===== src/rtl/seq_divider_32b_if.sv =====
// Start/done handshake and operand/result bus of the sequential divider.
// The master side issues divisions; the slave side is the divider itself.
interface seq_divider_32b_if #(
    parameter int SIZE = 32
);
    logic            start;
    logic [SIZE-1:0] A;
    logic [SIZE-1:0] B;
    logic            busy;
    logic            done;
    logic [SIZE-1:0] Q;
    logic [SIZE-1:0] R;
    logic            div_by_zero;

    modport master (
        output start, A, B,
        input  busy, done, Q, R, div_by_zero
    );

    modport slave (
        input  start, A, B,
        output busy, done, Q, R, div_by_zero
    );
endinterface


===== src/rtl/seq_divider_32b.sv =====
// Unsigned iterative restoring divider: one quotient bit per clock.
// Results stay on Q/R/div_by_zero from the done pulse until the next result or reset.
module seq_divider_32b #(
    parameter int SIZE = 32
) (
    input  logic              clk,
    input  logic              reset,
    seq_divider_32b_if.slave  bus
);
    localparam int CNT_W = (SIZE > 2) ? $clog2(SIZE) : 1;

    typedef enum logic [1:0] {IDLE, RUN, DONE} state_t;

    state_t            state_q, state_d;
    logic [SIZE-1:0]   dvd_q, dvd_d;
    logic [SIZE-1:0]   dsr_q, dsr_d;
    logic [SIZE-1:0]   rem_q, rem_d;
    logic [SIZE-1:0]   quo_q, quo_d;
    logic [CNT_W-1:0]  cnt_q, cnt_d;
    logic [SIZE-1:0]   q_out_q, q_out_d;
    logic [SIZE-1:0]   r_out_q, r_out_d;
    logic              dbz_q, dbz_d;

    logic [SIZE:0]     rem_shift;
    logic [SIZE:0]     diff;

    always_ff @(posedge clk or posedge reset) begin
        if (reset) begin
            state_q <= IDLE;
            dvd_q   <= '0;
            dsr_q   <= '0;
            rem_q   <= '0;
            quo_q   <= '0;
            cnt_q   <= '0;
            q_out_q <= '0;
            r_out_q <= '0;
            dbz_q   <= 1'b0;
        end else begin
            state_q <= state_d;
            dvd_q   <= dvd_d;
            dsr_q   <= dsr_d;
            rem_q   <= rem_d;
            quo_q   <= quo_d;
            cnt_q   <= cnt_d;
            q_out_q <= q_out_d;
            r_out_q <= r_out_d;
            dbz_q   <= dbz_d;
        end
    end

    always_comb begin
        state_d   = state_q;
        dvd_d     = dvd_q;
        dsr_d     = dsr_q;
        rem_d     = rem_q;
        quo_d     = quo_q;
        cnt_d     = cnt_q;
        q_out_d   = q_out_q;
        r_out_d   = r_out_q;
        dbz_d     = dbz_q;
        // One extra bit on the trial subtraction: its MSB is the borrow.
        rem_shift = {rem_q, dvd_q[SIZE-1]};
        diff      = rem_shift - {1'b0, dsr_q};

        case (state_q)
            IDLE, DONE: begin
                state_d = IDLE;
                if (bus.start) begin
                    dvd_d = bus.A;
                    dsr_d = bus.B;
                    rem_d = '0;
                    quo_d = '0;
                    cnt_d = '0;
                    if (bus.B == '0) begin
                        state_d = DONE;
                        q_out_d = '1;
                        r_out_d = bus.A;
                        dbz_d   = 1'b1;
                    end else begin
                        state_d = RUN;
                    end
                end
            end
            RUN: begin
                dvd_d = dvd_q << 1;
                if (!diff[SIZE]) begin
                    rem_d = diff[SIZE-1:0];
                    quo_d = {quo_q[SIZE-2:0], 1'b1};
                end else begin
                    rem_d = rem_shift[SIZE-1:0];
                    quo_d = {quo_q[SIZE-2:0], 1'b0};
                end
                cnt_d = cnt_q + 1'b1;
                if (cnt_q == CNT_W'(SIZE - 1)) begin
                    state_d = DONE;
                    q_out_d = quo_d;
                    r_out_d = rem_d;
                    dbz_d   = 1'b0;
                end
            end
            default: begin
                state_d = IDLE;
            end
        endcase
    end

    assign bus.busy        = (state_q == RUN);
    assign bus.done        = (state_q == DONE);
    assign bus.Q           = q_out_q;
    assign bus.R           = r_out_q;
    assign bus.div_by_zero = dbz_q;
endmodule


===== src/flat_wrapper.sv =====
// flat-port wrapper written by rule: the top's interface ports become plain ports
module seq_divider_32b_flat 
#(
    parameter int SIZE = 32
)
  (clk, reset, bus_start, bus_A, bus_B, bus_busy, bus_done, bus_Q, bus_R, bus_div_by_zero);
  seq_divider_32b_if #(.SIZE(SIZE)) bus_i ();
  input  logic clk;
  input  logic reset;
  input wire logic [$bits(bus_i.start)-1:0] bus_start;
  input wire logic [$bits(bus_i.A)-1:0] bus_A;
  input wire logic [$bits(bus_i.B)-1:0] bus_B;
  output wire logic [$bits(bus_i.busy)-1:0] bus_busy;
  output wire logic [$bits(bus_i.done)-1:0] bus_done;
  output wire logic [$bits(bus_i.Q)-1:0] bus_Q;
  output wire logic [$bits(bus_i.R)-1:0] bus_R;
  output wire logic [$bits(bus_i.div_by_zero)-1:0] bus_div_by_zero;
  assign bus_i.start = bus_start;
  assign bus_i.A = bus_A;
  assign bus_i.B = bus_B;
  assign bus_busy = bus_i.busy;
  assign bus_done = bus_i.done;
  assign bus_Q = bus_i.Q;
  assign bus_R = bus_i.R;
  assign bus_div_by_zero = bus_i.div_by_zero;
  seq_divider_32b #(.SIZE(SIZE)) u_core (.clk(clk), .reset(reset), .bus(bus_i));
endmodule

===== config.mk =====
export PLATFORM = sky130hd
export DESIGN_NAME = seq_divider_32b_flat
export DESIGN_NICKNAME = d
export VERILOG_FILES = /design/src/rtl/seq_divider_32b_if.sv /design/src/rtl/seq_divider_32b.sv /design/src/flat_wrapper.sv
export SDC_FILE = /design/constraint.sdc
export NUM_CORES = 1
export LEC_CHECK = 0
export BUFFER_PORTS_ARGS = -buffer_cell sky130_fd_sc_hd__buf_2
export CORE_UTILIZATION = 40
export CTS_BUF_LIST = sky130_fd_sc_hd__clkbuf_8
export DETAILED_ROUTE_END_ITERATION = 10
export PLACE_DENSITY = 0.66
export SLEW_MARGIN = 20
export SYNTH_ARGS = -nofsm -noshare
export SYNTH_HDL_FRONTEND = slang
export SYNTH_SLANG_ARGS = --single-unit

===== constraint.sdc =====
create_clock -name clk -period 9.07 [get_ports clk]
set_clock_uncertainty 0.05 [all_clocks]
set_input_delay 1.3605 -clock clk [delete_from_list [all_inputs] [get_ports clk]]
set_output_delay 1.3605 -clock clk [all_outputs]
set_load 0.03 [all_outputs]

* Word-level counts from Yosys, hierarchy flattened
Cells that the tools add are included.
Storage, ports and cells: latch bits 0, bits in read-only memories 0, bits in registers 199, memories kept 0, memory bits (writable) 0, input port bits 67, logic and storage cells 49, output and inout port bits 67
Cells by class: $add $sub $neg 2, mux-type cells 25, bitwise logic cells 0, shifts and indexed selects 0, divide/modulo/power cells 0, multipliers 0, reductions and logical operators 7, eq/ne operators 6, $lt $le $gt $ge 0
Operator list (count):
- $mux W32 | 9
- $pmux W32 S2 | 4
- $pmux W31 S2 | 1
- $sub A33 B32 Y33 | 1
- $logic_not A32 Y1 | 1
- $pmux W5 S2 | 1
- $mux W2 | 3
- $add A5 B1 Y5 const B | 1
- $eq A5 B5 Y1 const B | 1
- $mux W5 | 1
- $mux W1 | 4
- $ne A2 B1 Y1 const B | 2
- $pmux W2 S2 | 1
- $reduce_and A2 Y1 | 2
- $reduce_and A4 Y1 | 1
- $eq A2 B1 Y1 const B | 1
- $eq A2 B2 Y1 const B | 1
- $logic_not A2 Y1 | 1
- $ne A2 B2 Y1 const B | 1
- $pmux W1 S2 | 1
- $reduce_bool A2 Y1 | 1
- $reduce_or A2 Y1 | 1

* Depth between registers and ports, before layout
word-level depth 4, mapped depth 14

* Worst setup path after synthesis
Ideal clock, no wire load.
path type input to register, from input bus_B[0], to register u_core.q_out_q[16], in the netlist u_core.bus.Q[16], slack 5.933 ns, data arrival time 3.015 ns, data required time 8.948 ns, stages on the path 9, buffers on the path 2, path through nor4_1 -> nand2_1 -> nor4_1 -> nor2_1 -> inv_1 -> buf_2 -> clkbuf_1 -> nor2_1 -> nor2_1
On the way: word-level cells in the longest chain between the ends 3
Ends and longest elaborated chain:
- start, declared | line flat_wrapper.sv:12 | input wire logic [$bits(bus_i.B)-1:0] bus_B;
- $logic_not A32 Y1 | line seq_divider_32b.sv:74 | if (bus.B == '0) begin
- $ne A2 B1 Y1 (no line)
- $reduce_and A4 Y1 (no line)
- end signal, assigned | line seq_divider_32b.sv:45 | q_out_q <= q_out_d;
- end, declared | line seq_divider_32b.sv:20 | logic [SIZE-1:0] q_out_q, q_out_d;
No other way between the ends. A chain may end at the register's enable or synchronous reset.

* Worst setup path after layout
from register u_core.dvd_q[31], to register u_core.r_out_q[15], in the netlist u_core.bus.R[15]
On the way: word-level cells in the longest chain between the ends 4
Ends and longest elaborated chain:
- start, declared | line seq_divider_32b.sv:15 | logic [SIZE-1:0] dvd_q, dvd_d;
- start signal, assigned | line seq_divider_32b.sv:40 | dvd_q <= dvd_d;
- $sub A33 B32 Y33 | line seq_divider_32b.sv:63 | diff = rem_shift - {1'b0, dsr_q};
- $mux W32 | line seq_divider_32b.sv:86 | if (!diff[SIZE]) begin
- $mux W32 | line seq_divider_32b.sv:94 | if (cnt_q == CNT_W'(SIZE - 1)) begin
- $pmux W32 S2 | line seq_divider_32b.sv:65 | case (state_q)
- end signal, assigned | line seq_divider_32b.sv:46 | r_out_q <= r_out_d;
- end, declared | line seq_divider_32b.sv:21 | logic [SIZE-1:0] r_out_q, r_out_d;
No other way between the ends. The select of a mux whose other input is x is not followed.

==> flow_summary.yaml <==
synthesis:
  ys_seq_area_frac: 0.501
  synthCells: 1141
  synth_edf_count: 0
  ys_warn_count: 0
  synth.cell_area_mm2: 0.00994
  syn_nets: 1243
  ys_seq_elements: 199
  synth.largest_area_cell: "dfrtp_1"
  async_flop_share: 1.00
  synth.distinct_cells: 51
  synthFlopType: "dfrtp_1"
  ys_top_cells_by_area: "dfrtp_1, nand2_1, a21oi_1"
  syn_avg_cell_area_um2: 8.71
  synth_top_area_frac: 0.501
placement:
  post-place-ws_ps: 4670
  routabilityCongestion: 0.864
  hpwl_um: 17600
  io_buffers: 133
setup_path:
  cp.required_ps: 9370
  cp_cell_sequence: "inv_1, ha_1, inv_1, fa_1, a211oi_1, o211ai_2, nand4_2, a311oi_2, o22ai_2, xor2_4, buf_4, nor2_1, a211oi_1, o21ai_1"
  critPathTopFamily: "compound AO/OA/AOI/OAI gates"
  slowest_stage: "xor2_4"
  critPathMaxStageDelay_ps: 630
  arrival_ps: 4430
  path_buf_inv: 3
  startpoint_type: "register"
  crit_fanout: 39
  end_kind: "register"
  path_class: "register to register"
floorplan:
  die_w_um: 160
  dieHeight_um: 160
  core_mm2: 0.0243
  std_cell_rows: 57
  dieArea_mm2: 0.0255
  initial_utilization: 0.409
  ios: 134
clock_network:
  tritoncts: "yes"
  clock-sinks: 199
  cts_max_path_buffers: 2
  cts_hold_buffers: 0
  clk_latency_ps: 480
  htree_levels: 4
  cts.repair.resized: 0
  post_cts_buffers: 0
  clkTransAtPathRegs_ps: 100
  cts_buffers: 17
  root_buffer: "clkbuf_8"
routing:
  num_vias: 8376
  vias_per_cell: 5.33
  drtIter0Drc: 606
  wl_met1_um: 12600
  drtAntennaViolNets: 0
  drtPass1Iterations: 5
  totalWireLength_um: 26300
  wl_met3_um: 927
  dr.max_layer_used: "met4"
  wl_per_cell_um: 16.7
  drc: 0
  wl_met2_um: 12200
worst_hold_path:
  hold_class: "register to register"
cells_and_area:
  n_fill_cell: 2381
  final_layout_size_suffix_gt1_frac: 0.152
  finalNetCount: 1336
  syn2layout_area_growth_pct: 13.7
  final_util: 0.465
  diodes: 0
global_routing:
  grt_pass1_wl_um: 43000
  gr-total-overflow: 0
  grt_pass1_vias: 8134
  antenna_found_initial: 0
  grt_util_all_layers: 0.213
  grt_max_degree: 124
sta:
  hold_viol_final: 0
  fmax_mhz: 242
  rsz0062_at_grt: "false"
  fin_crit_sh: 0.455
  final.setup.tns_ps: 0
  fin_ws_ps: 4940
  tightest_slew_ps: 1080
  setup_violations: 0
  slew_violations: 0
  min_period_ps: 4130
  slew_headroom: 0.281
run:
  cap_violations: 0
outcome:
  status: "finished, final reports clean"
## through the flow
stage	instances	hold slack, ps	cell area, um2
floorplan	1141	396	9940
global placement	1539	407	10900
detailed placement	1539	413	10900
CTS	1571	437	11300
global route	1571	459	11300
finish	1571	435	11300
## layout by cell type (no fill, tap or decap), types with 5 or more instances in the layout
cell | netlist | layout
a211oi_1 | 10 | 10
a21o_1 | 10 | 10
a21oi_1 | 113 | 113
a22o_1 | 5 | 5
a22oi_1 | 30 | 30
a31oi_1 | 5 | 5
and3_1 | 20 | 20
buf_2 | 10 | 133
buf_4 | 0 | 10
clkbuf_8 | 0 | 22
dfrtp_1 | 199 | 199
ha_1 | 34 | 34
inv_1 | 43 | 42
mux2i_1 | 8 | 8
nand2_1 | 220 | 219
nand2b_1 | 7 | 6
nand3_1 | 10 | 10
nand4_1 | 6 | 6
nor2_1 | 112 | 110
nor3_1 | 36 | 36
nor4_1 | 9 | 8
o211ai_1 | 5 | 5
o21a_1 | 5 | 5
o21ai_0 | 112 | 112
o21ai_1 | 6 | 6
xnor2_1 | 13 | 13
xor2_1 | 14 | 14
## logic make-up after synthesis
group,count (synthesis),share of synthesized area
AND/OR/NAND/NOR,433,0.184
flip-flops,199,0.501
buffers and inverters,112,0.0443
multiplexers,8,0.00806
AO/OA/AOI/OAI,326,0.192
adder cells (fa/ha/maj),35,0.0448
XOR/XNOR,28,0.0254
## flip-flops by register name, summed over array words and instances, names as in the netlist
| name | cells |
|---|---|
| u_core.dvd_q | 32 |
| u_core.cnt_q | 5 |
| u_core.quo_q | 31 |
| u_core.bus.div_by_zero | 1 |
| u_core.bus.R | 32 |
| u_core.rem_q | 32 |
| u_core.state_q | 2 |
| u_core.dsr_q | 32 |
| u_core.bus.Q | 32 |
## final timing paths
kind                                              startpoint                      endpoint  slack (ps)  depth (start not counted)
worst max-delay path            u_core.dvd_q[31]$_DFFE_PP0P_  u_core.bus.R[15]$_DFFE_PP0P_        4940                         14
worst min register to register  u_core.dvd_q[10]$_DFFE_PP0P_  u_core.dvd_q[10]$_DFFE_PP0P_         440                          2
min in group asynchronous                              reset  u_core.bus.Q[21]$_DFFE_PP0P_         980                          2
max in group asynchronous                              reset   u_core.rem_q[0]$_DFFE_PP0P_        6470                          3
worst min-delay path            u_core.dvd_q[10]$_DFFE_PP0P_  u_core.dvd_q[10]$_DFFE_PP0P_         440                          2
worst max register to register  u_core.dvd_q[31]$_DFFE_PP0P_  u_core.bus.R[15]$_DFFE_PP0P_        4940                         14
## Yosys cell counts, types with 9 or more instances
master    number
nor4_1         9
clkbuf_1      51
and3_1        20
nand2_1      220
o21ai_0      112
xor2_1        14
a21o_1        10
dfrtp_1      199
inv_1         43
a21oi_1      113
xnor2_1       13
nand3_1       10
a211oi_1      10
a22oi_1       30
buf_2         10
nor3_1        36
ha_1          34
nor2_1       112
## worst reg2reg max path, cell delays in order, from the launching register on
cell and delay [ps]:
dfrtp_1 390, inv_1 70, ha_1 170, inv_1 50, fa_1 410, a211oi_1 330, o211ai_2 190, nand4_2 190
a311oi_2 130, o22ai_2 240, xor2_4 630, buf_4 500, nor2_1 120, a211oi_1 410, o21ai_1 120
## routing by layer
| metal | vias to the layer above | GRT usage |
|---|---|---|
| li1 | 4111 | - |
| met2 | 170 | 0.335 |
| met3 | 28 | 0.0358 |
| met1 | 4067 | 0.300 |
| met5 | - | 0 |
| met4 | 0 | 0.0656 |
## final cells by class
cell class                      count  area, um2  area share
Tap cell                          324        405      0.0359
Clock buffer                       22        303      0.0268
Inverter                           43        169      0.0149
Multi-Input combinational cell    830       4570       0.404
Timing Repair Buffer              143        741      0.0655
Clock inverter                     10        138      0.0122
Sequential cell                   199       4980       0.441
Power is not shown: default switching activity piles up to over one toggle a cycle in this logic, so the estimate is an artifact.
